**config.mk**
```make
export PLATFORM = sky130hd
export DESIGN_NAME = ysyx_25020047_lsu
export DESIGN_NICKNAME = d
export VERILOG_FILES = /design/src/rtl/ysyx_25020047_pkg.sv /design/src/rtl/ysyx_25020047_lsu_align.sv /design/src/rtl/ysyx_25020047_lsu.sv
export SDC_FILE = /design/constraint.sdc
export NUM_CORES = 1
export LEC_CHECK = 0
export ABC_CLOCK_PERIOD_IN_PS = 2000
export BUFFER_PORTS_ARGS = -buffer_cell sky130_fd_sc_hd__buf_2
export CAP_MARGIN = 5
export CORE_MARGIN = 10
export CORE_UTILIZATION = 40
export DETAILED_ROUTE_END_ITERATION = 16
export PLACE_DENSITY = 0.72
export SKIP_LAST_GASP = 1
export SLEW_MARGIN = 10
export SYNTH_ARGS = -nofsm -noshare
export SYNTH_HDL_FRONTEND = slang
export SYNTH_SLANG_ARGS = --single-unit
export TNS_END_PERCENT = 5
```
**constraint.sdc**
```tcl
create_clock -name clk -period 2 [get_ports clk]
set_clock_uncertainty 0.2 [all_clocks]
set_input_delay 0.1 -clock clk [delete_from_list [all_inputs] [get_ports clk]]
set_output_delay 0.1 -clock clk [all_outputs]
set_load 0.02 [all_outputs]
```
**src/rtl/ysyx_25020047_pkg.sv**
```systemverilog
// Shared definitions for the LSU: inst_type bit positions, FSM state encoding
// and the decoded memory-operation type.
package ysyx_25020047_pkg;

    localparam int INST_LW  = 5;
    localparam int INST_LBU = 6;
    localparam int INST_SW  = 7;
    localparam int INST_SB  = 8;

    typedef enum logic [1:0] {
        ST_IDLE = 2'd0,
        ST_REQ  = 2'd1,
        ST_WAIT = 2'd2,
        ST_DONE = 2'd3
    } lsu_state_e;

    typedef enum logic [2:0] {
        OP_NONE = 3'd0,
        OP_LW   = 3'd1,
        OP_LBU  = 3'd2,
        OP_SW   = 3'd3,
        OP_SB   = 3'd4
    } lsu_op_e;

    // Only an exact one-hot match is a memory op; anything else is a pass-through.
    function automatic lsu_op_e decode_op(input logic [63:0] inst_type);
        lsu_op_e op;
        op = OP_NONE;
        if (inst_type == (64'd1 << INST_LW))  op = OP_LW;
        if (inst_type == (64'd1 << INST_LBU)) op = OP_LBU;
        if (inst_type == (64'd1 << INST_SW))  op = OP_SW;
        if (inst_type == (64'd1 << INST_SB))  op = OP_SB;
        return op;
    endfunction

    function automatic logic is_store(input lsu_op_e op);
        return (op == OP_SW) || (op == OP_SB);
    endfunction

endpackage

```
**src/rtl/ysyx_25020047_lsu_align.sv**
```systemverilog
// Combinational byte-lane logic: store mask/data generation and load lane
// extraction with zero extension.
module ysyx_25020047_lsu_align
    import ysyx_25020047_pkg::*;
(
    input  lsu_op_e     op,
    input  logic [1:0]  byte_sel,
    input  logic [31:0] st_data,
    input  logic [31:0] rdata,
    output logic [3:0]  wmask,
    output logic [31:0] wdata,
    output logic [31:0] ldata
);

    logic [7:0] rlane [4];

    genvar gi;
    generate
        for (gi = 0; gi < 4; gi++) begin : g_lane
            assign rlane[gi]         = rdata[8*gi +: 8];
            // sb replicates the low byte so any lane selected by wmask sees it
            assign wdata[8*gi +: 8]  = (op == OP_SB) ? st_data[7:0] : st_data[8*gi +: 8];
            assign wmask[gi]         = (op == OP_SW) || ((op == OP_SB) && (byte_sel == 2'(gi)));
        end
    endgenerate

    assign ldata = (op == OP_LBU) ? {24'd0, rlane[byte_sel]} : rdata;

endmodule

```
**src/rtl/ysyx_25020047_lsu.sv**
```systemverilog
// Load/store unit between EXU and WBU with a simple req/gnt/rvalid bus.
// Define YSYX_25020047_LSU_MISALIGN_CHK_EN to fault misaligned lw without a bus access.
module ysyx_25020047_lsu
    import ysyx_25020047_pkg::*;
#(
    parameter int TIMEOUT_W = 8
) (
    input  logic        clk,
    input  logic        rst,
    input  logic        in_valid,
    output logic        in_ready,
    input  logic [63:0] inst_type,
    input  logic [31:0] addr,
    input  logic [31:0] st_data,
    output logic        out_valid,
    input  logic        out_ready,
    output logic [31:0] memdata,
    output logic        out_err,
    output logic        mem_req,
    output logic        mem_wen,
    output logic [31:0] mem_addr,
    output logic [31:0] mem_wdata,
    output logic [3:0]  mem_wmask,
    input  logic        mem_gnt,
    input  logic        mem_rvalid,
    input  logic [31:0] mem_rdata
);

    localparam logic [TIMEOUT_W-1:0] CNT_MAX = '1;

    lsu_state_e           state_reg, state_next;
    lsu_op_e              op_reg, op_next;
    logic [31:0]          addr_reg, addr_next;
    logic [31:0]          st_data_reg, st_data_next;
    logic [31:0]          memdata_reg, memdata_next;
    logic                 err_reg, err_next;
    logic [TIMEOUT_W-1:0] cnt_reg, cnt_next;

    lsu_op_e     op_in;
    logic        misalign;
    logic [3:0]  align_wmask;
    logic [31:0] align_wdata;
    logic [31:0] load_data;

    assign op_in = decode_op(inst_type);

`ifdef YSYX_25020047_LSU_MISALIGN_CHK_EN
    assign misalign = (op_in == OP_LW) && (addr[1:0] != 2'b00);
`else
    assign misalign = 1'b0;
`endif

    ysyx_25020047_lsu_align u_align (
        .op       (op_reg),
        .byte_sel (addr_reg[1:0]),
        .st_data  (st_data_reg),
        .rdata    (mem_rdata),
        .wmask    (align_wmask),
        .wdata    (align_wdata),
        .ldata    (load_data)
    );

    always_comb begin
        state_next   = state_reg;
        op_next      = op_reg;
        addr_next    = addr_reg;
        st_data_next = st_data_reg;
        memdata_next = memdata_reg;
        err_next     = err_reg;
        cnt_next     = cnt_reg;
        case (state_reg)
            ST_IDLE: begin
                if (in_valid) begin
                    op_next      = op_in;
                    addr_next    = addr;
                    st_data_next = st_data;
                    memdata_next = 32'd0;
                    err_next     = misalign;
                    cnt_next     = '0;
                    if ((op_in == OP_NONE) || misalign) begin
                        state_next = ST_DONE;
                    end else begin
                        state_next = ST_REQ;
                    end
                end
            end
            ST_REQ: begin
                if (mem_gnt) begin
                    if (is_store(op_reg)) begin
                        state_next = ST_DONE;
                    end else if (mem_rvalid) begin
                        state_next   = ST_DONE;
                        memdata_next = load_data;
                    end else begin
                        state_next = ST_WAIT;
                        cnt_next   = '0;
                    end
                end
            end
            ST_WAIT: begin
                // A response on the limit cycle still wins over the timeout
                if (mem_rvalid) begin
                    state_next   = ST_DONE;
                    memdata_next = load_data;
                end else if (cnt_reg == CNT_MAX - 1'b1) begin
                    state_next   = ST_DONE;
                    cnt_next     = CNT_MAX;
                    memdata_next = 32'd0;
                    err_next     = 1'b1;
                end else begin
                    cnt_next = cnt_reg + 1'b1;
                end
            end
            ST_DONE: begin
                if (out_ready) begin
                    state_next = ST_IDLE;
                end
            end
            default: state_next = ST_IDLE;
        endcase
    end

    always_ff @(posedge clk) begin
        if (rst) begin
            state_reg   <= ST_IDLE;
            op_reg      <= OP_NONE;
            addr_reg    <= 32'd0;
            st_data_reg <= 32'd0;
            memdata_reg <= 32'd0;
            err_reg     <= 1'b0;
            cnt_reg     <= '0;
        end else begin
            state_reg   <= state_next;
            op_reg      <= op_next;
            addr_reg    <= addr_next;
            st_data_reg <= st_data_next;
            memdata_reg <= memdata_next;
            err_reg     <= err_next;
            cnt_reg     <= cnt_next;
        end
    end

    assign in_ready  = (state_reg == ST_IDLE);
    assign out_valid = (state_reg == ST_DONE);
    assign memdata   = memdata_reg;
    assign out_err   = err_reg;
    assign mem_req   = (state_reg == ST_REQ);
    assign mem_wen   = mem_req && is_store(op_reg);
    assign mem_addr  = {addr_reg[31:2], 2'b00};
    assign mem_wdata = align_wdata;
    assign mem_wmask = mem_wen ? align_wmask : 4'b0000;

endmodule

```
==> results_dict.tcl <==
set metrics [dict create \
    postSynthAreaPerCell_sq_um 7.45 \
    vias_per_cell 5.12 \
    min_to "op_reg[1]$_SDFFE_PP0P_" \
    p_leak_nw 3.86 \
    r2r_start "state_reg[1]$_SDFFE_PP0P_" \
    crit_required_ns 2.03 \
    path_clk_slew_ns 0.08 \
    antenna_found_initial 1 \
    ios 271 \
    synthCells 716 \
    dp_hpwl_mm 14.7 \
    ys_ff_latch 110 \
    rsz0062_at_grt "yes" \
    start_util 0.406 \
    layout-drive-gt1-share 0.330 \
    hold_viol_final 1 \
    wl_met2_mm 10.6 \
    cts.sinks 110 \
    async_reset_ff_frac 0 \
    ys_types 45 \
    grt_pass1_vias 6498 \
    cts_buffer_depth 2 \
    synth_ff_type "dfxtp_1" \
    setup_violations 28 \
    hold_start "inst_type[27]" \
    synth_common_cells "nand2_1 (229), dfxtp_1 (110), a21oi_1 (101), buf_4 (44)" \
    wl_mm 21.5 \
    yosysWarnings 0 \
    max_cap_viol_count 0 \
    grt_pass1_wl_mm 33.3 \
    synth_most_common_cell "nand2_1" \
    synth-seq-area-share 0.413 \
    wl_met3_mm 1.84 \
    postRouteAntennaNets 0 \
    wl_per_cell_um 17.2 \
    grt.total_usage 0.222 \
    fp.dieH_um 136 \
    max_freq_mhz 487 \
    placementRows 42 \
    wl_met1_mm 8.45 \
    areaGrowthSynthToFinish_pct 57.4 \
    die_area_sq_um 18400 \
    worstReg2RegEnd "memdata[5]$_SDFFE_PP0P_" \
    die_w_um 136 \
    cts_buffers 9 \
    critPathLaunchType "flop" \
    vdd_drop_max_v 0.000554 \
    synth_area_leaders "dfxtp_1 (41%), nand2_1 (16%), a21oi_1 (9.5%), buf_4 (6.2%), nand3_1 (3.1%)" \
    grt_overflow_total 0 \
    min_period_over_period 1.03 \
    yosysTopAreaCell "dfxtp_1" \
    arrival_ns 2.08 \
    fin_crit_ns 2.05 \
    violations "hold timing, setup timing" \
    coreArea_sq_um 13100 \
    status "finished with violations" \
    timing.hold.ws_ns -0.00539 \
    htreeDepth 3 \
    cts_tree "yes" \
    clk_latency_ns 0.35 \
    endpoint_kind "flop" \
    ff2ff_path_depth 7 \
    drc 0 \
    grt_max_degree 47 \
    dr.pass1.iters 5 \
    rrSetupSlack_ns -0.05 \
    synth-edff-count 0 \
    cp_max_fo 16 \
    drt_iter0_markers 572 \
    hp-class "in -> reg" \
    port-buffer-count 268 \
    synth_top_cell_area_share 0.413 \
    worstSetupPathType "reg -> reg" \
    p_per_area_nw_per_um2 959 \
    vias 6418 \
    p_total_mw 8.05 \
    place_congestion 0.880 \
    synthesis.area_sq_um 5340 \
    cts-root-buf "clkbuf_16" \
    whs_path_depth 6 \
    drv_slew 0 \
    setup_ws_ns -0.0533 \
    final_nets 1242 \
    routed.top_layer "met4" \
]
worst max-delay path: stages (launching register included):
cell and delay [ns]:
dfxtp_1 0.32, buf_4 0.14, ha_1 0.20, a221o_1 0.35, a211o_4 0.37, clkbuf_16 0.19, nand3b_1 0.08, o21ai_0 0.07
cell usage in the layout, fill, tap and decap left out, types with 4 or more instances in the layout:
cell,n
o21ai_0,11
clkbuf_16,10
buf_6,5
xnor2_1,4
dfxtp_1,108
nand4_1,6
nor2_1,16
buf_12,8
buf_2,265
buf_4,33
a21oi_1,98
mux2i_1,8
nor4_1,16
o21ai_1,7
o221ai_1,8
nand3b_1,12
a31oi_1,18
nand3_1,33
nand2_1,228
inv_1,12
dlygate4sd3_1,113
metal layers:
| layer | global-route usage | vias up |
|---|---|---|
| met5 | 0 | - |
| met1 | 0.254 | 2909 |
| met3 | 0.0690 | 51 |
| met2 | 0.379 | 351 |
| met4 | 0.0813 | 0 |
| li1 | - | 3107 |
where the power goes:
group / switching, mW / total, mW / internal [mW]
Combinational: 2.08 / 3.56 / 1.48
Sequential: 0.199 / 2.71 / 2.51
Clock: 0.820 / 1.78 / 0.959
through the flow:
stage                     cells  utilization  setup slack, ns  TNS, ns  instance area, sq um
after detailed placement   1116        0.520          -0.0668   -0.593                  6830
after global routing       1252        0.639           -0.135    -4.06                  8400
after floorplan             717            -          0.00907        0                  5370
after global placement     1116        0.520           0.0186        0                  6830
after CTS                  1245        0.629          -0.0867   -0.949                  8270
final                      1254        0.639          -0.0533   -0.743                  8400
cell families after synthesis:
| family | count (synthesis) | synth area share |
|---|---|---|
| AND/OR/NAND/NOR | 330 | 0.276 |
| AO/OA/AOI/OAI | 159 | 0.172 |
| flip-flops | 110 | 0.413 |
| buffers and inverters | 98 | 0.103 |
| multiplexers | 8 | 0.0150 |
| adder cells (fa/ha/maj) | 6 | 0.0141 |
| XOR/XNOR | 4 | 0.00656 |
| other | 1 | 0.000703 |
layout make-up:
class | instances | area (sq um)
antenna | 3 | 7.51
clock buffer | 13 | 270
clock inverter | 3 | 25.0
fill | 1129 | 4740
inverter | 15 | 56.3
multi-input combinational | 509 | 2670
sequential | 110 | 2210
tap | 176 | 220
timing repair buffer | 425 | 2950
worst max-delay path by stage:
stage / from / to / slack [ns] / cells past startpoint
after floorplan: state_reg[1]$_SDFFE_PP0P_ / memdata[0]$_SDFFE_PP0P_ / 0.009 / 7
after global placement: state_reg[0]$_SDFFE_PP0P_ / memdata[6]$_SDFFE_PP0P_ / 0.02 / 7
after detailed placement: state_reg[0]$_SDFFE_PP0P_ / memdata[17]$_SDFFE_PP0P_ / -0.07 / 7
after CTS: op_reg[1]$_SDFFE_PP0P_ / mem_wmask[0] / -0.09 / 4
after global routing: state_reg[1]$_SDFFE_PP0P_ / memdata[17]$_SDFFE_PP0P_ / -0.14 / 8
final: state_reg[1]$_SDFFE_PP0P_ / memdata[5]$_SDFFE_PP0P_ / -0.05 / 7
timing repair:
item | in CTS | in global routing
hold buffers | 113 | 0
pin swaps | 0 | 4
endpoints found under the setup margin | 57 | 66
cloned | 0 | 3
resized for setup | 5 | 30
setup buffers | 0 | 3
endpoints found under the hold margin | 103 | 0
No activity file was read; power rests on OpenSTA's default activity.
